`config.mk`:
```
export PLATFORM = sky130hd
export DESIGN_NAME = edf_egress_scheduler
export DESIGN_NICKNAME = d
export VERILOG_FILES = /design/src/rtl/switch_pkg.sv /design/src/rtl/edf_pick.sv /design/src/rtl/edf_egress_scheduler.sv
export SDC_FILE = /design/constraint.sdc
export NUM_CORES = 1
export LEC_CHECK = 0
export CAP_MARGIN = 20
export CORE_MARGIN = 2
export CORE_UTILIZATION = 56
export DETAILED_ROUTE_END_ITERATION = 6
export GPL_TIMING_DRIVEN = 0
export PLACE_DENSITY_LB_ADDON = 0.15
export SLEW_MARGIN = 25
export SYNTH_ARGS = -nofsm -noshare
export SYNTH_HDL_FRONTEND = slang
export SYNTH_SLANG_ARGS = --single-unit
```
`constraint.sdc`:
```
create_clock -name clk -period 14 [get_ports clk]
set_input_delay 1.4 -clock clk [delete_from_list [all_inputs] [get_ports clk]]
set_output_delay 1.4 -clock clk [all_outputs]
set_load 0.1 [all_outputs]
```
`src/rtl/switch_pkg.sv`:
```
// switch_pkg: shared constants, scheduler states and slack helpers for the egress scheduler.
package switch_pkg;
    localparam int N_PORT  = 4;
    localparam int DL_W    = 16;
    localparam int LEN_W   = 11;
    localparam int IFG_CYC = 12;
    localparam int ID_W    = $clog2(N_PORT);
    localparam int IFG_W   = (IFG_CYC < 2) ? 1 : $clog2(IFG_CYC + 1);

    typedef enum logic [1:0] {IDLE, XFER, IFG} state_e;

    // Slacks are two's complement in DL_W bits, so an overdue deadline sorts first.
    function automatic logic slack_lt(input logic [DL_W-1:0] a, input logic [DL_W-1:0] b);
        return $signed(a) < $signed(b);
    endfunction

    function automatic logic [ID_W-1:0] oh2idx(input logic [N_PORT-1:0] oh);
        logic [ID_W-1:0] idx;
        idx = '0;
        for (int i = 0; i < N_PORT; i++) idx |= oh[i] ? ID_W'(i) : '0;
        return idx;
    endfunction
endpackage

```
`src/rtl/edf_pick.sv`:
```
// edf_pick: minimum-slack selector; scanning from rr_ptr with strict less-than makes ties go round-robin.
module edf_pick
    import switch_pkg::*;
(
    input  logic [N_PORT-1:0]      req,
    input  logic [N_PORT*DL_W-1:0] slack,
    input  logic [ID_W-1:0]        rr_ptr,
    output logic [N_PORT-1:0]      win,
    output logic                   valid
);
    logic [DL_W-1:0] best;
    logic [ID_W-1:0] j;

    always_comb begin
        win   = '0;
        valid = 1'b0;
        best  = '0;
        j     = rr_ptr;
        for (int k = 0; k < N_PORT; k++) begin
            if (req[j] && (!valid || slack_lt(slack[j*DL_W +: DL_W], best))) begin
                win    = '0;
                win[j] = 1'b1;
                valid  = 1'b1;
                best   = slack[j*DL_W +: DL_W];
            end
            j = (j == ID_W'(N_PORT - 1)) ? '0 : j + 1'b1;
        end
    end
endmodule

```
`src/rtl/edf_egress_scheduler.sv`:
```
// edf_egress_scheduler: EDF frame scheduler for one egress port; holds grant for a whole frame,
// then inserts an inter-frame gap before re-arbitrating.
module edf_egress_scheduler
    import switch_pkg::*;
(
    input  logic                    clk,
    input  logic                    reset,
    input  logic [N_PORT-1:0]       req,
    input  logic [N_PORT*DL_W-1:0]  deadline,
    input  logic [N_PORT*LEN_W-1:0] flen,
    input  logic [DL_W-1:0]         now,
    input  logic                    byte_ack,
    output logic [N_PORT-1:0]       grant,
    output logic [ID_W-1:0]         grant_id,
    output logic                    busy,
    output logic                    frame_done,
    output logic [N_PORT-1:0]       deq
);
    state_e                 state_q, state_d;
    logic [N_PORT-1:0]      grant_q, grant_d, win;
    logic [ID_W-1:0]        grant_id_q, grant_id_d, rr_ptr_q, rr_ptr_d, win_id;
    logic [LEN_W-1:0]       remaining_q, remaining_d, win_len;
    logic [IFG_W-1:0]       ifg_cnt_q, ifg_cnt_d;
    logic [N_PORT*DL_W-1:0] slack;
    logic                   win_valid, last;

    for (genvar g = 0; g < N_PORT; g++) begin : g_slack
        assign slack[g*DL_W +: DL_W] = deadline[g*DL_W +: DL_W] - now;
    end

    edf_pick u_pick (
        .req    (req),
        .slack  (slack),
        .rr_ptr (rr_ptr_q),
        .win    (win),
        .valid  (win_valid)
    );

    assign win_id  = oh2idx(win);
    assign win_len = flen[win_id*LEN_W +: LEN_W];
    assign last    = (state_q == XFER) && byte_ack && (remaining_q == LEN_W'(1));

    always_comb begin
        state_d     = state_q;
        grant_d     = grant_q;
        grant_id_d  = grant_id_q;
        rr_ptr_d    = rr_ptr_q;
        remaining_d = remaining_q;
        ifg_cnt_d   = ifg_cnt_q;
        case (state_q)
            IDLE: if (win_valid) begin
                state_d     = XFER;
                grant_d     = win;
                grant_id_d  = win_id;
                remaining_d = (win_len == '0) ? LEN_W'(1) : win_len;
            end
            XFER: if (byte_ack) begin
                remaining_d = remaining_q - 1'b1;
                if (last) begin
                    grant_d    = '0;
                    grant_id_d = '0;
                    rr_ptr_d   = (grant_id_q == ID_W'(N_PORT - 1)) ? '0 : grant_id_q + 1'b1;
                    ifg_cnt_d  = IFG_W'(IFG_CYC);
                    state_d    = (IFG_CYC == 0) ? IDLE : IFG;
                end
            end
            IFG: begin
                ifg_cnt_d = ifg_cnt_q - 1'b1;
                state_d   = (ifg_cnt_q == IFG_W'(1)) ? IDLE : IFG;
            end
            default: state_d = IDLE;
        endcase
    end

    always_ff @(posedge clk or posedge reset) begin
        if (reset) begin
            state_q     <= IDLE;
            grant_q     <= '0;
            grant_id_q  <= '0;
            rr_ptr_q    <= '0;
            remaining_q <= '0;
            ifg_cnt_q   <= '0;
        end else begin
            state_q     <= state_d;
            grant_q     <= grant_d;
            grant_id_q  <= grant_id_d;
            rr_ptr_q    <= rr_ptr_d;
            remaining_q <= remaining_d;
            ifg_cnt_q   <= ifg_cnt_d;
        end
    end

    assign grant      = grant_q;
    assign grant_id   = grant_id_q;
    assign busy       = state_q != IDLE;
    assign frame_done = last;
    assign deq        = last ? grant_q : '0;
endmodule
```
==> results.md <==
* Largest net degree at the start of global routing at 26
* RSZ-0062 raised after global routing: false
* EDFF count, synth at 0
* Post-CTS setup buffer count at 0
* Num ports at roughly 140
* Largest fanout on the critical path at 19
* Cells after Synth at approximately 1,000
* I/O Buffers at about 140
* CP bufs+invs at 7
* Dpl ws at -247 ps
* Outcome: finished, final reports clean
* Leakage at 4.34 nW
* Largest family of logic cells by synthesized area: compound AO/OA/AOI/OAI gates
* Flops & latches, synth at 25
* CP max-delay cell: a311oi_1
* Sw power at about 0.52 mW
* Hold Buf Count CTS at 0
* Grt ovf at 0
* Clock share of power at approximately 6.5%
* Via count at 8,506
* PwrDens at about 100 nW/um2
* Final Wtd Congestion at around 0.95
* Tcrit/Tclk final at between 90% and 100%
* Crit-path max cell delay at 610 ps
* Unique masters post-synth at 76
* Fin nets at 1,422
* Hold Crit Class: reg -> reg
* CP endpoint kind: flop
* Least-Margin Pin Slew at ~990 ps
* Maximum vdd drop at about 0.064 mV
* Max Freq at 76.1 MHz
* Combinational Power Share at between 80% and 90%
* Sequential area share after synthesis at slightly below 8%
* Share of the synthesized area in the top cell type at a little under a fifth
* Post-CTS sizing at 1
* Fin Hold WS at just under 500 ps
* Synth async-reset ratio at 100%
* DR iter-0 viols at just under 700
* Synthesized cell area at 8040 um2
* DRT Wirelength at roughly 24 mm
* Post-Place Cell Area at 9680 um2
* Fin util at a little over two thirds
* Number of remaining DRC errors at 0
* Slew Viols, Final at 0
* CP required at roughly 14,000 ps
* Commonest non-fill, non-tap cell in the layout: clkdlybuf4s50_1
* Synthesized-area fraction occupied by adder cells at 19.2%
* Min Tclk post-route at 13,150 ps
* Clk buf depth at 2
* CTS Buf Count at 3
* Routed Antenna Nets at 0
* Rel. slew slack at approximately a third
* Simple-gate share of the synthesized area at around a fifth
* Final Skew at around 3.2 ps
* DR vias/cell at 6.31
* Top cell type by total area after synthesis: ha_1
* Syn nets at about 1,300
* Synth warn at 0
* Most frequent cells in the layout: 142 x clkdlybuf4s50_1, 117 x ha_1, 97 x nand2_1, 85 x a21oi_1, 77 x nor2_1
* Arrival @ worst endpoint at approximately 13,000 ps
* Width of the die at around 120 um
* FP Rows at 43
* Clk slew on worst S/H paths at approximately 60 ps
* Worst-Skew Late Latency at 260 ps
* Global-route wire length before repair at ~38 mm
* Crit Path Class: in -> reg
* CTS tree: done
* Vias in the first global route at between 8,000 and 9,000
* Wire per inst at about 18 um
* Max-Cap Viols at 0
* Final Hold Vio Count at 0
* Layout cells sized above 1 at between 7 and 8%
* Global Route Usage Sum at between 30% and 40%
* Internal power at around 0.47 mW
* # diodes at 0
* Ys flop type: dfrtp_1
* CP delay by family, top: compound AO/OA/AOI/OAI gates
* Reg power frac at 12.5%
* DP HPWL at ~20 mm
* Synth Area in Compound Gates at roughly 25%
* Die area at ~15,000 um2
* Post-Syn Area per Cell at ~8 um2
* Initial antenna violation count at 0
* Final setup margin at 852 ps
* Largest cells by area after synthesis: ha_1 18%, mux4_2 9.5%, mux2i_1 8.1%
* Die extent in y at 124 um
* Post-Synth XOR/XNOR Area at ~4.7%
* CTS H-tree depth at 1
* Drt pass-1 iters at 5
* Core area at roughly 14,000 um2
* Final instance area at 9780 um2
* Initial core utilization at ~58%
* Area grow syn2layout at 21.6%
* Switching part of the total at roughly 52%
* CTS sink count at 25
* Root buf cell: clkbuf_16
* Post-synthesis mux area share at between 10% and 20%
* Startpoint Class: input pin
* Final setup violation count at 0
-- routing by layer --
| metal | global-route usage, % | vias to the layer above | share of wire [%] |
|---|---|---|---|
| met5 | 0 | - | 0 |
| met4 | 8.03 | 0 | 2.3 |
| met3 | 2.56 | 49 | 7.7 |
| met2 | 55.2 | 366 | 48 |
| met1 | 39.5 | 3952 | 42 |
| li1 | - | 4139 | - |
-- per-stage QoR --
step	total power, mW	setup TNS [ps]	std cells
floorplan	0.709	0	1024
global placement	0.899	-70.6	1346
detailed placement	0.913	-1060	1346
CTS	0.983	0	1350
global route	1.08	0	1349
finish	0.995	0	1349
-- synth_stat cells, drive strengths merged (12+ instances only) --
| cell | count |
|---|---|
| nand2 | 97 |
| nor3 | 20 |
| mux2i | 65 |
| xor2 | 19 |
| nor2 | 79 |
| mux4 | 34 |
| xnor2 | 24 |
| nand3 | 21 |
| o21ai | 71 |
| inv | 65 |
| a21o | 18 |
| or3 | 15 |
| ha | 117 |
| and2 | 14 |
| a211oi | 15 |
| a21oi | 86 |
| dfrtp | 25 |
| buf | 19 |
| nor2b | 12 |
| o21a | 19 |
| clkbuf | 22 |
-- flip-flops by register name, summed over array words and instances, names as in the netlist --
register,cells
grant_id,2
ifg_cnt_q,4
rr_ptr_q,2
grant,4
state_q,2
remaining_q,11
-- cell families after synthesis --
logic type               count (synthesis)
AO/OA/AOI/OAI                          304
XOR/XNOR                                43
adder cells (fa/ha/maj)                121
buffers and inverters                  107
flip-flops                              25
multiplexers                           109
AND/OR/NAND/NOR                        315
-- cell type report --
cell class / instances / area, um2
multi-input combinational: 892 / 6980
fill: 1178 / 4160
sequential: 25 / 626
inverter: 66 / 248
tap: 180 / 225
clock buffer: 4 / 78.8
timing repair buffer: 142 / 1420
buffer: 40 / 195
-- final timing paths --
check,start,to,slack (ps),depth (start not counted)
setup / recovery,now[1],remaining_q[0],850,46
hold / removal,remaining_q[7],remaining_q[7],490,2
setup reg to reg,rr_ptr_q[0],remaining_q[0],2120,40
hold reg to reg,remaining_q[7],remaining_q[7],490,2
max in group asynchronous,reset,grant[3],12070,2
min in group asynchronous,reset,remaining_q[9],1520,2
-- worst register-to-register path: cells and delay by family (launching register included) --
kind / cells / cell delay [ps]
AO/OA/AOI/OAI: 17 / 3740
adder cells (fa/ha/maj): 4 / 1280
buffers and inverters: 11 / 4180
flip-flops: 1 / 450
multiplexers: 2 / 820
AND/OR/NAND/NOR: 6 / 1340
-- power by group through the flow --
stage	Sequential (mW)	Clock [mW]	Combinational, mW
after global routing	0.128	0.0680	0.883
after global placement	0.123	0	0.775
final	0.124	0.0646	0.806
after floorplan	0.174	0	0.534
after detailed placement	0.124	0	0.789
after CTS	0.124	0.0653	0.794
Note: power is estimated with default switching activity, not from simulation.
